$ cat src/rtl/syzygy_dac_multi_controller_if.sv
// SPI master command/response bundle between the DAC sequencer and the existing SPI master.
interface syzygy_dac_multi_controller_if;
  logic [5:0] spi_reg;
  logic [7:0] spi_data_in;
  logic       spi_rw;
  logic       spi_send;
  logic       spi_done;
  logic [7:0] spi_data_out;

  modport master (
    output spi_reg, spi_data_in, spi_rw, spi_send,
    input  spi_done, spi_data_out
  );

  modport slave (
    input  spi_reg, spi_data_in, spi_rw, spi_send,
    output spi_done, spi_data_out
  );
endinterface

$ cat src/rtl/syzygy_dac_multi_controller.sv
// SYZYGY DAC pod configuration sequencer: programs RCML/RSET per channel over SPI,
// optionally verifies by readback, then rewrites RSET whenever a channel's FSADJ changes.
module syzygy_dac_multi_controller #(
  parameter int                  NUM_CH     = 2,
  parameter logic [6*NUM_CH-1:0] RCML_ADDRS = {6'h08, 6'h05},
  parameter logic [6*NUM_CH-1:0] RSET_ADDRS = {6'h07, 6'h04},
  parameter logic [7:0]          RCML_VALUE = 8'h80,
  parameter bit                  VERIFY     = 1'b1,
  parameter int                  MAX_RETRY  = 2
) (
  input  logic                          clk,
  input  logic                          reset,
  input  logic [6*NUM_CH-1:0]           dac_fsadj,
  input  logic                          reinit,
  syzygy_dac_multi_controller_if.master spi,
  output logic                          dac_ready,
  output logic                          cfg_error,
  output logic [1:0]                    err_ch
);

  // state        | meaning
  // S_BEGIN      | clear sequence context, start at RCML ch0
  // S_RCML_START | issue RCML write for ch
  // S_RCML_WAIT  | wait for SPI master to finish RCML write
  // S_RSET_START | issue RSET write for ch, capture fsadj into hold
  // S_RSET_WAIT  | wait for SPI master to finish RSET write
  // S_VFY_START  | issue readback of the register just written
  // S_VFY_WAIT   | wait for readback, capture compare result
  // S_CHECK      | advance, retry, or fail on readback result
  // S_READY      | configured; launch RSET rewrite of lowest dirty channel
  // S_ERROR      | verify exhausted retries; wait for reinit/reset
  typedef enum logic [3:0] {
    S_BEGIN, S_RCML_START, S_RCML_WAIT, S_RSET_START, S_RSET_WAIT,
    S_VFY_START, S_VFY_WAIT, S_CHECK, S_READY, S_ERROR
  } state_t;

  localparam logic [1:0] LAST_CH   = 2'(NUM_CH - 1);
  localparam logic [2:0] RETRY_LIM = 3'(MAX_RETRY);

  state_t              state, state_nxt;
  logic [1:0]          ch, ch_nxt, err_ch_nxt, dirty_ch;
  logic                rset_ph, rset_ph_nxt;
  logic                upd, upd_nxt;
  logic                pend, pend_nxt;
  logic [2:0]          retry, retry_nxt;
  logic                vfy_ok, adv, is_wait, xfer_done;
  logic [6*NUM_CH-1:0] hold;
  logic [NUM_CH-1:0]   dirty;
  logic [5:0]          reg_q, sel_code, sel_rcml, sel_rset;
  logic [7:0]          data_q;
  logic                rw_q;

  assign sel_code = dac_fsadj[6*ch_nxt +: 6];
  assign sel_rcml = RCML_ADDRS[6*ch_nxt +: 6];
  assign sel_rset = RSET_ADDRS[6*ch_nxt +: 6];

  assign is_wait   = (state == S_RCML_WAIT) || (state == S_RSET_WAIT) || (state == S_VFY_WAIT);
  // spi_done is stale while our own send pulse is up
  assign xfer_done = spi.spi_done && !spi.spi_send;

  always_comb begin
    dirty_ch = '0;
    for (int i = NUM_CH - 1; i >= 0; i--)
      if (dirty[i]) dirty_ch = 2'(i);
  end

  always_comb begin
    state_nxt   = state;
    ch_nxt      = ch;
    rset_ph_nxt = rset_ph;
    upd_nxt     = upd;
    retry_nxt   = retry;
    pend_nxt    = pend;
    err_ch_nxt  = err_ch;
    adv         = 1'b0;
    if (is_wait) pend_nxt = pend | reinit;
    case (state)
      S_BEGIN: begin
        ch_nxt      = '0;
        rset_ph_nxt = 1'b0;
        upd_nxt     = 1'b0;
        retry_nxt   = '0;
        pend_nxt    = 1'b0;
        err_ch_nxt  = '0;
        state_nxt   = S_RCML_START;
      end
      S_RCML_START: state_nxt = S_RCML_WAIT;
      S_RSET_START: state_nxt = S_RSET_WAIT;
      S_VFY_START:  state_nxt = S_VFY_WAIT;
      S_RCML_WAIT, S_RSET_WAIT: begin
        if (xfer_done) begin
          if (pend || reinit)     state_nxt = S_BEGIN;
          else if (VERIFY != 1'b0) state_nxt = S_VFY_START;
          else                    adv = 1'b1;
        end
      end
      S_VFY_WAIT: begin
        if (xfer_done) state_nxt = (pend || reinit) ? S_BEGIN : S_CHECK;
      end
      S_CHECK: begin
        if (vfy_ok) begin
          retry_nxt = '0;
          adv       = 1'b1;
        end else if (retry < RETRY_LIM) begin
          retry_nxt = retry + 3'd1;
          state_nxt = rset_ph ? S_RSET_START : S_RCML_START;
        end else begin
          err_ch_nxt = ch;
          state_nxt  = S_ERROR;
        end
      end
      S_READY: begin
        if (dirty != '0) begin
          upd_nxt     = 1'b1;
          rset_ph_nxt = 1'b1;
          ch_nxt      = dirty_ch;
          state_nxt   = S_RSET_START;
        end
      end
      S_ERROR: state_nxt = S_ERROR;
      default: state_nxt = S_BEGIN;
    endcase

    if (adv) begin
      if (!rset_ph) begin
        if (ch == LAST_CH) begin
          rset_ph_nxt = 1'b1;
          ch_nxt      = '0;
          state_nxt   = S_RSET_START;
        end else begin
          ch_nxt    = ch + 2'd1;
          state_nxt = S_RCML_START;
        end
      end else if (upd || ch == LAST_CH) begin
        upd_nxt   = 1'b0;
        state_nxt = S_READY;
      end else begin
        ch_nxt    = ch + 2'd1;
        state_nxt = S_RSET_START;
      end
    end

    // outside a transfer reinit wins immediately; inside one it waits via pend
    if (reinit && !is_wait) begin
      state_nxt  = S_BEGIN;
      retry_nxt  = '0;
      err_ch_nxt = '0;
    end
  end

  always_ff @(posedge clk) begin
    if (!reset) begin
      state   <= S_BEGIN;
      ch      <= '0;
      rset_ph <= 1'b0;
      upd     <= 1'b0;
      pend    <= 1'b0;
      retry   <= '0;
      err_ch  <= '0;
      vfy_ok  <= 1'b0;
      hold    <= '0;
      dirty   <= '0;
      reg_q   <= '0;
      data_q  <= '0;
      rw_q    <= 1'b0;
    end else begin
      state   <= state_nxt;
      ch      <= ch_nxt;
      rset_ph <= rset_ph_nxt;
      upd     <= upd_nxt;
      pend    <= pend_nxt;
      retry   <= retry_nxt;
      err_ch  <= err_ch_nxt;
      for (int i = 0; i < NUM_CH; i++)
        dirty[i] <= (dac_fsadj[6*i +: 6] != hold[6*i +: 6]);
      if (state == S_VFY_WAIT) vfy_ok <= (spi.spi_data_out == data_q);
      case (state_nxt)
        S_RCML_START: begin
          reg_q  <= sel_rcml;
          data_q <= RCML_VALUE;
          rw_q   <= 1'b0;
        end
        S_RSET_START: begin
          reg_q                <= sel_rset;
          data_q               <= {2'b10, sel_code};
          rw_q                 <= 1'b0;
          hold[6*ch_nxt +: 6]  <= sel_code;
        end
        S_VFY_START: rw_q <= 1'b1;
        default: ;
      endcase
    end
  end

  assign spi.spi_reg     = reg_q;
  assign spi.spi_data_in = data_q;
  assign spi.spi_rw      = rw_q;
  assign spi.spi_send    = (state == S_RCML_START) || (state == S_RSET_START) || (state == S_VFY_START);

  assign dac_ready = (state == S_READY) && (dirty == '0);
  assign cfg_error = (state == S_ERROR);

endmodule
$ cat src/flat_wrapper.sv
// flat-port wrapper written by rule: the top's interface ports become plain ports
module syzygy_dac_multi_controller_flat 
#(
  parameter int                  NUM_CH     = 2,
  parameter logic [6*NUM_CH-1:0] RCML_ADDRS = {6'h08, 6'h05},
  parameter logic [6*NUM_CH-1:0] RSET_ADDRS = {6'h07, 6'h04},
  parameter logic [7:0]          RCML_VALUE = 8'h80,
  parameter bit                  VERIFY     = 1'b1,
  parameter int                  MAX_RETRY  = 2
)
  (clk, reset, dac_fsadj, reinit, dac_ready, cfg_error, err_ch, spi_spi_reg, spi_spi_data_in, spi_spi_rw, spi_spi_send, spi_spi_done, spi_spi_data_out);
  syzygy_dac_multi_controller_if spi_i ();
  input  logic clk;
  input  logic reset;
  input  logic [6*NUM_CH-1:0] dac_fsadj;
  input  logic reinit;
  output logic dac_ready;
  output logic cfg_error;
  output logic [1:0] err_ch;
  output wire logic [$bits(spi_i.spi_reg)-1:0] spi_spi_reg;
  output wire logic [$bits(spi_i.spi_data_in)-1:0] spi_spi_data_in;
  output wire logic [$bits(spi_i.spi_rw)-1:0] spi_spi_rw;
  output wire logic [$bits(spi_i.spi_send)-1:0] spi_spi_send;
  input wire logic [$bits(spi_i.spi_done)-1:0] spi_spi_done;
  input wire logic [$bits(spi_i.spi_data_out)-1:0] spi_spi_data_out;
  assign spi_spi_reg = spi_i.spi_reg;
  assign spi_spi_data_in = spi_i.spi_data_in;
  assign spi_spi_rw = spi_i.spi_rw;
  assign spi_spi_send = spi_i.spi_send;
  assign spi_i.spi_done = spi_spi_done;
  assign spi_i.spi_data_out = spi_spi_data_out;
  syzygy_dac_multi_controller #(.NUM_CH(NUM_CH), .RCML_ADDRS(RCML_ADDRS), .RSET_ADDRS(RSET_ADDRS), .RCML_VALUE(RCML_VALUE), .VERIFY(VERIFY), .MAX_RETRY(MAX_RETRY)) u_core (.clk(clk), .reset(reset), .dac_fsadj(dac_fsadj), .reinit(reinit), .spi(spi_i), .dac_ready(dac_ready), .cfg_error(cfg_error), .err_ch(err_ch));
endmodule
$ cat config.mk
export PLATFORM = sky130hd
export DESIGN_NAME = syzygy_dac_multi_controller_flat
export DESIGN_NICKNAME = d
export VERILOG_FILES = /design/src/rtl/syzygy_dac_multi_controller_if.sv /design/src/rtl/syzygy_dac_multi_controller.sv /design/src/flat_wrapper.sv
export SDC_FILE = /design/constraint.sdc
export NUM_CORES = 1
export LEC_CHECK = 0
export CORE_MARGIN = 2
export CORE_UTILIZATION = 25
export CTS_CLUSTER_DIAMETER = 200
export DETAILED_ROUTE_END_ITERATION = 8
export HOLD_SLACK_MARGIN = 0.03
export PLACE_DENSITY = 0.54
export SLEW_MARGIN = 20
export SYNTH_ARGS = -nofsm -noshare
export SYNTH_HDL_FRONTEND = slang
export SYNTH_SLANG_ARGS = --single-unit
$ cat constraint.sdc
create_clock -name clk -period 6.5 [get_ports clk]
set_input_delay 0.975 -clock clk [delete_from_list [all_inputs] [get_ports clk]]
set_output_delay 0.975 -clock clk [all_outputs]
set_load 0.05 [all_outputs]
==> results of run 1 <==
## final cells by class
cell class                 instances  area, µm²  area share [%]
clock buffer                       6      72.57           2.450
clock inverter                     2      10.01          0.3380
inverter                           8      30.03           1.014
multi-input combinational        203       1444           48.75
sequential                        41      820.8           27.71
tap                              129      161.4           5.450
timing repair buffer              43      422.9           14.28
## kinds of logic (layout without fill, tap and decap cells)
| kind of cell | count (synthesis) | after routing |
|---|---|---|
| xor gates and xnor gates | 20 | 20 |
| other | 1 | 3 |
| and+or+nand+nor | 103 | 103 |
| buffers and inverters | 24 | 59 |
| DFF | 41 | 41 |
| muxes | 21 | 21 |
| AOI/OAI and AO/OA | 47 | 47 |
| adders and majority gates | 9 | 9 |
## worst register-to-register path, stage by stage, from the launching register on
cell and delay [ns]:
dfxtp_1 0.63, nand4b_1 0.33, nor3_2 0.33, nand2_1 0.11, o31ai_2 0.07, buf_4 0.30, inv_1 0.22, ha_1 0.26
nor2_1 0.32, nand4_1 0.15, mux2i_1 0.14
## cell usage after synthesis, types with 2 or more instances
cell,n
clkbuf_1,5
nor3b_1,5
buf_4,5
nor2_1,18
nor2b_1,6
o21a_1,2
o21ai_1,2
o31a_1,2
and2_1,4
mux2i_1,21
o21ai_0,4
xor2_1,12
a31oi_1,4
a21oi_1,7
a21boi_0,4
and3_1,5
nor3_1,2
nor4_1,3
o2bb2ai_1,7
nand2b_1,6
ha_1,9
nand4_1,14
nand3_1,4
nand3b_1,2
dfxtp_1,41
inv_1,8
buf_2,4
nand2_1,24
xnor2_1,8
## metrics by stage
step / cell area (µm²) / setup slack [ns] / total power [µW] / std cells / hold slack, ns
after CTS: 2962 / 3.340 / 536.0 / 432 / 0.4776
after global placement: 2879 / 3.187 / 371.7 / 424 / 0.4536
final: 2962 / 3.334 / 527.6 / 432 / 0.4735
after global routing: 2962 / 3.202 / 556.5 / 432 / 0.4977
after detailed placement: 2879 / 3.114 / 372.0 / 424 / 0.4607
after floorplan: 2386 / 3.734 / 336.6 / 268 / 0.4377
## per-layer routing
| layer | track usage (%) | vias up | part of all wire (%) |
|---|---|---|---|
| met5 | 0 | - | 0 |
| met4 | 3.119 | 0 | 0.84 |
| met3 | 3.037 | 6 | 4.7 |
| met2 | 19.43 | 47 | 46 |
| met1 | 15.91 | 958 | 49 |
| li1 | - | 1020 | - |
## cells in the final DEF (no fill, tap or decap), types with 3 or more instances in the layout
cell type	synthesis	final
and2_1	4	4
and3_1	5	5
clkdlybuf4s50_1	0	40
a31oi_1	4	4
nand2_1	24	24
inv_1	8	8
mux2i_1	21	21
xnor2_1	8	8
nor2b_1	6	6
a21oi_1	7	7
xor2_1	12	12
buf_4	5	3
nor4_1	3	3
nor3b_1	5	5
nand3_1	4	4
o21ai_0	4	4
nor2_1	18	18
nand2b_1	6	6
dfxtp_1	41	41
nand4_1	14	14
clkbuf_8	0	5
ha_1	9	9
o2bb2ai_1	7	7
a21boi_0	4	4
conb_1	1	3
## how the worst min path moves through the flow
| stage | from | slack (ns) | end |
|---|---|---|---|
| floorplan | u_core.pend$_SDFFE_PP0P_ | 0.44 | u_core.pend$_SDFFE_PP0P_ |
| global placement | u_core.hold[10]$_SDFFE_PN0P_ | 0.45 | u_core.hold[10]$_SDFFE_PN0P_ |
| detailed placement | u_core.hold[8]$_SDFFE_PN0P_ | 0.46 | u_core.hold[8]$_SDFFE_PN0P_ |
| CTS | u_core.hold[11]$_SDFFE_PN0P_ | 0.48 | u_core.hold[11]$_SDFFE_PN0P_ |
| global route | u_core.hold[4]$_SDFFE_PN0P_ | 0.50 | u_core.hold[4]$_SDFFE_PN0P_ |
| finish | u_core.hold[8]$_SDFFE_PN0P_ | 0.47 | u_core.hold[8]$_SDFFE_PN0P_ |
## power by group
part | switching [µW] | internal [µW]
Clock | 87.4 | 74.5
Combinational | 59.6 | 42.3
Sequential | 6.85 | 257
Total | 154 | 374
==> metrics.md, run 1 <==
| Metric | Value |
|---|---|
| Status | finished, final reports clean |
| Synth Flop Type | dfxtp_1 |
| Syn. warnings | 0 |
| RSZ-0062 raised after global routing | no |
| Clk_lat worst skew | 0.29 ns |
| Drt via density | 4.701 |
| Final net count | 335 |
| Post-synthesis mux area share | 8.837% |
| Crit-path max FO | 12 |
| Slew Viols, Final | 0 |
| Setup CP Type | flip-flop to primary output |
| Largest net degree at the start of global routing | 30 |
| Layout area overhead | 24.51% |
| Final hold violation count | 0 |
| Antenna-violating nets left | 0 |
| Vias in the first global route | slightly below 2000 |
| Fin crit period | 3.166 ns |
| Hold Path Cell Cnt | 2 |
| Crit-path max cell delay | 0.80 ns |
| Async SR Flop Fraction | 0% |
| Slowest stage cell, crit path | clkdlybuf4s50_1 |
| Initial antenna violation count | 0 |
| WL final | 5744 µm |
| Top reg by flops | u_core.hold |
| Filler cell count | 972 |
| Max FFs per register | 12 |
| Post-Synth Simple-Gate Area | 24.20% |
| Maximum vdd ir drop | 0.06603 mV |
| Final core utilization | 32.05% |
| Mapped Cells | between 200 and 300 |
| Final period util | 48.72% |
| DR vias | 2031 |
| Post-cts sizing count | 0 |
| Pwr Density | 178.1 nW/µm² |
| DR pass1 iterations | 4 |
| Die H | 101.5 µm |
| GP Congestion | 0.8454 |
| Final setup TNS | 0 ns |
| Hold-fix buffers, CTS | 0 |
| Delay-heaviest family, CP | buffers and inverters |
| Max-cap violation count | 0 |
| Yosys top cell by area | dfxtp_1 |
| Number of setup buffers added after CTS | 0 |
| Sequential share of the synthesized area | ~35% |
| Netlist area before placement | 2379 µm² |
| EDFF count, synth | 0 |
| CTS tree | yes |
| Seq cells post-synth | between 40 and 50 |
| Total gr overflow | 0 |
| Fmax achieved | 315.8 MHz |
| Clock transition at path regs | roughly 0.08 ns |
| I/O pins | 44 |
| Leakage | 0.001091 µW |
| Top cells by area, synth | dfxtp_1, mux2i_1, ha_1 |
| Cell variety after synth | 57 |
| CP endpoint | cfg_error |
| Die Area | 10310 µm² |
| Initial Utilization | 25.74% |
| Post-synthesis adder-cell area fraction | 4.734% |
| Longest Clk Path Bufs | 2 |
| Critical Path, Cell by Cell | nor2_1, and3_1, clkdlybuf4s50_1 |
| Flop-to-flop setup slack | 3.58 ns |
| Synth top area share | 34.51% |
| R2R Path Start | u_core.state[0]$_SDFF_PN0_ |
| H-tree Lvls | 2 |
| XOR/XNOR Fraction of Synth Area | 7.365% |
| Critical path arrival | 2.19 ns |
| Critical path depth | 3 |
| CTS root buffer | clkbuf_8 |
| Number of port buffers | 40 |
| Type of origin of the critical path | flip-flop |
| First-pass GRT wire length | slightly below 10000 µm |
| RR Endpoint | u_core.hold[8]$_SDFFE_PN0P_ |
| Hold Path Class | flip-flop to flip-flop |
| Drc violations | 0 |
| Diodes inserted | 0 |
| Mean post-synth cell area | 8.942 µm² |
| Largest family of logic cells by synthesized area | simple AND/OR/NAND/NOR gates |
| Complex-gate fraction of the synthesized area | between 15 and 20% |
| Worst rel slew slack | 55.88% |
| Clk_skew | around 0.0064 ns |
| Num CTS Buffers | 5 |
| WP buf/inv | 1 |
| Finish-stage setup viols | 0 |
| Least-Margin Pin Slew | between 0.6 and 0.7 ns |
| GRT Overall Usage | 12.00% |
| Crit end category | primary output |
| Cell count of the worst reg-to-reg path | 10 |
| Die Wd | 101.5 µm |
| # clock sinks | 41 |
| HPWL Detailed | approximately 4300 µm |
| DR WL/cell | 13.30 µm |
| WP data required | 5.52 ns |
| CP Launch Point | u_core.state[1]$_SDFF_PN0_ |
| Initial DRC Count | 128 |
| Core ar. | 9240 µm² |
| Rows | 35 |
| Layout cells sized above 1 | 6.931% |
No activity file was read; power rests on OpenSTA's default activity.
==> inputs of run 2 (changes only) <==
- clock period: 6.5 -> 3.2 ns (I/O delays scaled with it)
==> metrics.md, run 2 (synthesis results as in run 1) <==
| Metric | Value |
|---|---|
| Status | finished, final reports clean |
| Drc violations | 0 (unchanged) |
| Clk_lat worst skew | 0.29 ns (about the same) |
| GR Util met3 | 2.968% (-0.069 points) |
| Placed inst area | 2887 µm² (+0.26%) |
| Hold Path Cell Cnt | 2 (unchanged) |
| Total gr overflow | 0 (unchanged) |
| Crit end category | primary output |
| CTS root buffer | clkbuf_8 |
| DR pass1 iterations | 4 (unchanged) |
| Flop-to-flop setup slack | 0.61 ns (-2.97 ns) |
| Longest Clk Path Bufs | 2 (unchanged) |
| Antenna-violating nets left | 0 (unchanged) |
| R2R Path Start | u_core.state[0]$_SDFF_PN0_ |
| Max-cap violation count | 0 (unchanged) |
| Non-filler cells, final | 431 (-0.23%) |
| DR WL/cell | 13.15 µm (-1.1%) |
| Final net count | 336 (+0.30%) |
| Slew Viols, Final | 0 (unchanged) |
| Met2 GRT Util | 18.52% (-0.91 points) |
| Number of setup buffers added after CTS | 0 (unchanged) |
| Finish-stage setup viols | 0 (unchanged) |
| WP data required | 2.72 ns (-2.80 ns) |
| Vias in the first global route | 1954 (-1.4%) |
| Fmax achieved | between 300 and 400 MHz |
| Drt via density | 4.673 (-0.61%) |
| Crit-path max FO | 12 (unchanged) |
| First-pass GRT wire length | 9480 µm (-3.3%) |
| DR vias | 2014 (-0.84%) |
| Critical Path, Cell by Cell | nor2_1, and3_1, clkdlybuf4s50_1 |
| Type of origin of the critical path | flip-flop |
| Slowest stage cell, crit path | clkdlybuf4s50_1 |
| Hold-fix buffers, CTS | 0 (unchanged) |
| I/O pins | 44 (unchanged) |
| GRT Overall Usage | 11.50% (-0.49 points) |
| Fin crit period | between 2 and 3 ns |
| Commonest non-fill, non-tap cell in the layout | dfxtp_1 |
| Clk_skew | 0.006004 ns (-0.0003499 ns) |
| Hold Path Class | flip-flop to flip-flop |
| Final period util | 82.68% |
| Top reg by flops | u_core.hold |
| Hold path start | u_core.hold[3]$_SDFFE_PN0P_ |
| Met1 global-route usage | 15.42% (-0.49 points) |
| Initial Utilization | 25.74% (unchanged) |
| Cell count of the worst reg-to-reg path | 7 (-3) |
| Die H | 101.5 µm (unchanged) |
| Post-cts sizing count | 0 (unchanged) |
| Num CTS Buffers | 5 (unchanged) |
| Layout area overhead | 24.46% (about the same) |
| Final setup TNS | 0 ns (unchanged) |
| Crit-path max cell delay | 0.80 ns (about the same) |
| Pwr Density | 355.6 nW/µm² (+100%) |
| WHS | 0.4761 ns (+0.002546 ns) |
| Rows | 35 (unchanged) |
| GP Congestion | 0.8270 (-2.2%) |
| Initial DRC Count | 115 (-10%) |
| Final hold violation count | 0 (unchanged) |
| Maximum vdd ir drop | 0.1518 mV (+130%) |
| Number of port buffers | 40 (unchanged) |
| Max FFs per register | 12 (unchanged) |
| Die Area | 10310 µm² (unchanged) |
| Initial antenna violation count | 0 (unchanged) |
| Setup CP Type | flip-flop to primary output |
| RSZ-0062 raised after global routing | no |
| Layout cells sized above 1 | 6.954% (+0.023 points) |
| Die Wd | 101.5 µm (unchanged) |
| RR Endpoint | u_core.hold[7]$_SDFFE_PN0P_ |
| # clock sinks | 41 (unchanged) |
| Critical path arrival | 2.17 ns (-0.02 ns) |
| Worst rel slew slack | 58.16% (+2.3 points) |
| Post-Place Cells | 425 (+0.24%) |
| Clock transition at path regs | 0.07 ns (about the same) |
| Largest net degree at the start of global routing | 21 (-30%) |
| WL final | 5669 µm (-1.3%) |
| Diodes inserted | 0 (unchanged) |
| Leakage | 0.001091 µW (about the same) |
| Hold worst-path end | u_core.hold[3]$_SDFFE_PN0P_ |
| Core ar. | 9240 µm² (unchanged) |
| Least-Margin Pin Slew | 0.6263 ns (-0.03436 ns) |
| Commonest non-fill, non-tap cells in the layout | dfxtp_1, clkdlybuf4s50_1, nand2_1 |
| Gr busiest metal | met2 |
| H-tree Lvls | 2 (unchanged) |
| Final instance area | 2960 µm² (about the same) |
| HPWL Detailed | 4391 µm (+3.1%) |
| CTS tree | yes |
## run 2: changes by cell type in the layout (fill, tap and decap cells not counted), sizes merged
cell,previous run,this run
buf,3,4
clkinv,2,1
clkbuf,6,5
## run 2: cell type report
class / count / area, µm²
multi-input combinational: 203 / 1444
inverter: 8 / 30.03
timing repair buffer: 44 / 430.4
sequential: 41 / 820.8
clock buffer: 5 / 68.82
fill: 985 / 6280
tap: 129 / 161.4
clock inverter: 1 / 5.005
## run 2: layer usage
layer	vias to the layer above	share of wire, %
met1	941	48
met2	43	46
met4	0	1.1
met5	-	0
li1	1023	-
met3	7	4.7
## run 2: worst max-delay path, delay by kind of cell, from the launching register on
family,cells,cell delay [ns]
buf+inv,1,0.80
flops,1,0.43
simple gates,2,0.64
## run 2: where the power goes
part / total [µW] / internal [µW] / switching [µW]
clock network: 310 / 144 / 166
registers: 536 / 522 / 14.1
logic: 207 / 87.2 / 119
## run 2: worst max-delay path by stage
| stage | start | endpoint | slack (ns) |
|---|---|---|---|
| 6_report | u_core.state[1]$_SDFF_PN0_ | cfg_error | 0.55 |
| 5_1_grt | u_core.state[0]$_SDFF_PN0_ | u_core.hold[10]$_SDFFE_PN0P_ | 0.30 |
| 4_1_cts | u_core.state[1]$_SDFF_PN0_ | cfg_error | 0.56 |
| 3_5_place_dp | reinit | u_core.hold[7]$_SDFFE_PN0P_ | 0.27 |
| 3_3_place_gp | reinit | u_core.hold[9]$_SDFFE_PN0P_ | 0.34 |
| 2_1_floorplan | u_core.ch[1]$_SDFF_PN0_ | u_core.hold[10]$_SDFFE_PN0P_ | 0.79 |
## run 2: metrics by stage
step                util [%]  setup slack [ns]  power [µW]
global placement       31.24            0.3437       756.2
finish                 32.04            0.5543        1053
global route           32.04            0.3006        1116
detailed placement     31.24            0.2717       755.7
floorplan                  -            0.7895       683.8
CTS                    32.04            0.5605        1074
==> patch 1 (flow settings as in run 2) <==
`NUM_CH` is set to 2 in 2 places; all go to 4.
--- a/src/rtl/syzygy_dac_multi_controller.sv
+++ b/src/rtl/syzygy_dac_multi_controller.sv
@@ -3,3 +3,3 @@
 module syzygy_dac_multi_controller #(
-  parameter int                  NUM_CH     = 2,
+  parameter int                  NUM_CH     = 4,
   parameter logic [6*NUM_CH-1:0] RCML_ADDRS = {6'h08, 6'h05},
--- a/src/flat_wrapper.sv
+++ b/src/flat_wrapper.sv
@@ -3,3 +3,3 @@
 #(
-  parameter int                  NUM_CH     = 2,
+  parameter int                  NUM_CH     = 4,
   parameter logic [6*NUM_CH-1:0] RCML_ADDRS = {6'h08, 6'h05},
Ports: changed (resized dac_fsadj); port bits go from 44 to 56. The function was not compared with the original's and may differ.
==> patch 1 against run 2 <==
- wire length rose by 47%
- non-clock buffer count rose by 18
- synthesized area rose by 39%
- count of clock-buffer cells in the layout rose by 1
- power rose by 64%
- cell area rose by 40%
- setup slack got worse by 140 ps
- sequential cell count rose by 14
- critical path type is now reg -> reg
==> patch 1: results <==
sta:
  worst_slack_ps: 418
  fin_worst_skew_ps: 9.54
  fin_hold_ws_ps: 471
  tightest_slew_ps: 623
layout:
  nets: 461
  drive_gt1_share_pct: 8.41
  multi_input_cells: 286
  multi_input_area_share_pct: 49.3
  inv_count: 5
  num-fill-cells: 1337
  sh_seq_area_pct: 26.5
pwr:
  power.leakage_nw: 1.46
  ir_worst_vdd_mv: 0.228
worst_setup_path:
  crit_end: "u_core.hold[15]"
  critPathMaxStageDelay_ps: 430
  reg2reg_to: "u_core.hold[15]"
  cp_top_family: "simple AND/OR/NAND/NOR gates"
  worstSetupStartpoint: "u_core.ch[0]"
detailed_routing:
  drtIter0Drc: 145
  vias: 2696
place:
  placed_cell_area_um2: 3980
  pre_cts_ws_ps: 361
  io_buffers: 52
  dp_hpwl_mm: 6.58
synthesis:
  muxShareOfSynthArea_pct: 12.3
  synth_common_cells: "dfxtp_1 (55), nand2_1 (49), mux2i_1 (37)"
  synth.area.top_cells: "dfxtp_1 (33%), mux2i_1 (11%), xnor2_1 (5.8%)"
  seq_area_frac_synth_pct: 33.4
global_routing:
  grt_usage_pct: 12.2
  grt_max_degree: 34
run_status:
  outcome: "finished, final reports clean"
clock_network:
  clk_root_buffer_cell: "clkbuf_16"
==> patch 1: cell types whose count changed after synthesis, sizes merged, moves of 4 or more <==
cell     change
and3         +9
nand2b      +18
nand2       +25
nand4        -8
o21a         +5
dfxtp       +14
xnor2       +14
o2bb2ai      -7
clkbuf       +5
mux2i       +16
a32o         +6
nor2b        +4
==> patch 1: metal layers <==
| layer | global-route usage, % | vias up | wire length [µm] |
|---|---|---|---|
| met5 | 0 | - | 0 |
| met4 | 3.13 | 0 | 92 |
| met3 | 2.39 | 6 | 354 |
| met2 | 20.7 | 56 | 3870 |
| met1 | 16.0 | 1266 | 3990 |
| li1 | - | 1368 | - |
==> patch 1: power by group <==
group          internal [mW]  switching [mW]  leakage [nW]
clock network          0.394           0.262        0.0875
registers              0.701          0.0179         0.446
logic                  0.160           0.195         0.923
==> patch 1: tightest hold or removal path: stages, from the launching register on <==
cell and delay, ps:
dfxtp_1 310, nand3_1 60, a21oi_1 60
==> patch 2 (config.mk and constraints of run 2) <==
Without the edit above. Reset style: asynchronous (`reset`), changed in one clocked block.
--- a/src/rtl/syzygy_dac_multi_controller.sv
+++ b/src/rtl/syzygy_dac_multi_controller.sv
@@ -150,3 +150,3 @@
 
-  always_ff @(posedge clk) begin
+  always_ff @(posedge clk or negedge reset) begin
     if (!reset) begin
Check against the original RTL: differs if reset is asserted again (counterexample within 4 cycles, from zero or initial values and one cycle with reset low); with reset held inactive, the same outputs for 10 cycles.
==> patch 2 against run 2 <==
- register-to-register slack got worse by 240 ps
- clock skew grew 7.3 ps
- fmax shrank 6.3%
- wire length rose by 11%
- sequential cell count unchanged
- cell count rose by 2.6%
- cell area grew 11%
- synthesized area up 13%
- global-route usage grew 0.20 points
- sequential share of layout area up 3.5 points
- count of clock-buffer cells in the layout unchanged
- setup slack worse by 180 ps
- core utilization fell by 0.32 points
- critical path type is now reg -> reg
- highest routed layer unchanged
Power is not compared: it rests on default switching activity, and its combinational part moved more than twofold at a synthesized area within 25%.
==> patch 2: results <==
global_routing:
  grt_usage_pct: 11.7
  grt_max_degree: 42
  grt_pass1_wl_mm: 10.8
layout:
  nets: 339
  drive_gt1_share_pct: 15.7
  num-fill-cells: 1081
detailed_routing:
  wl_mm: 6.31
  drtIter0Drc: 35
  wl_met3_um: 176
  drt-met1-wl_mm: 3.07
  vias: 2076
  wl_met2_mm: 3.04
synthesis:
  synth_common_cells: "dfrtp_1 (41), nor2_1 (15), xor2_1 (15)"
  synth_top_area_share_pct: 38.2
  synth.area.top_cells: "dfrtp_1 (38%), mux2_2 (5.5%), xor2_1 (4.9%)"
  synth_cell_types: 59
  seq_area_frac_synth_pct: 38.2
  synthAdderAreaFrac_pct: 4.66
  synthFlopType: "dfrtp_1"
  synth_compound_area_share_pct: 13.9
  synthArstFlopShare_pct: 100
  muxShareOfSynthArea_pct: 9.74
worst_setup_path:
  cp_data_arrival_time_ps: 3010
  crit_fanout: 6
sta:
  fin_worst_skew_ps: 13.3
  slew_headroom_pct: 36.7
clock_network:
  cts_resized: 0
  cts.clk_slew.worst_paths_ps: 90
place:
  dp_hpwl_mm: 4.78
  gp_congestion: 0.800
worst_hold_path:
  worstHoldPathType: "in -> async"
run_status:
  outcome: "finished, final reports clean"
-- patch 2: worst paths after layout --
path	startpoint	end	slack, ps	depth (start not counted)
min in group clk	u_core.spi.spi_reg[3]	u_core.spi.spi_reg[3]	490	2
max in group asynchronous	reset	u_core.state[2]	2290	1
hold reg to reg	u_core.spi.spi_reg[3]	u_core.spi.spi_reg[3]	490	2
hold / removal	reset	u_core.hold[6]	330	1
setup reg to reg	u_core.ch[1]	u_core.hold[5]	370	11
setup / recovery	u_core.ch[1]	u_core.hold[5]	370	11
-- patch 2: worst max-delay path, cell delays in order (launching register included) --
cell and delay [ps]:
dfrtp_1 410, inv_1 120, ha_1 240, o21ai_1 140, and3_4 220, o41ai_4 400, inv_1 140, ha_1 320
and2_1 210, a22oi_1 170, nor4_1 70, mux2_2 270
-- patch 2: final cells by class --
cell class                 count  area (µm²)  share of cell area (%)
clock buffer                   5        68.8                    2.09
clock inverter                 3        17.5                   0.533
inverter                      14        52.6                    1.60
multi-input combinational    193        1480                    45.1
sequential                    41        1030                    31.2
tap                          136         170                    5.17
timing repair buffer          50         470                    14.3
-- patch 2: through the flow --
step	instance area [µm²]	setup WS [ps]	total power [mW]	cells
global placement	3200	269	2.43	434
detailed placement	3200	224	2.45	434
floorplan	2690	307	2.05	264
CTS	3290	273	2.81	442
finish	3290	375	2.77	442
global route	3290	139	3.00	442
-- patch 2: metal layers --
| layer | global-route usage [%] | up-vias |
|---|---|---|
| met3 | 1.94 | 2 |
| li1 | - | 1015 |
| met4 | 2.47 | 0 |
| met5 | 0 | - |
| met1 | 16.1 | 1015 |
| met2 | 19.3 | 44 |
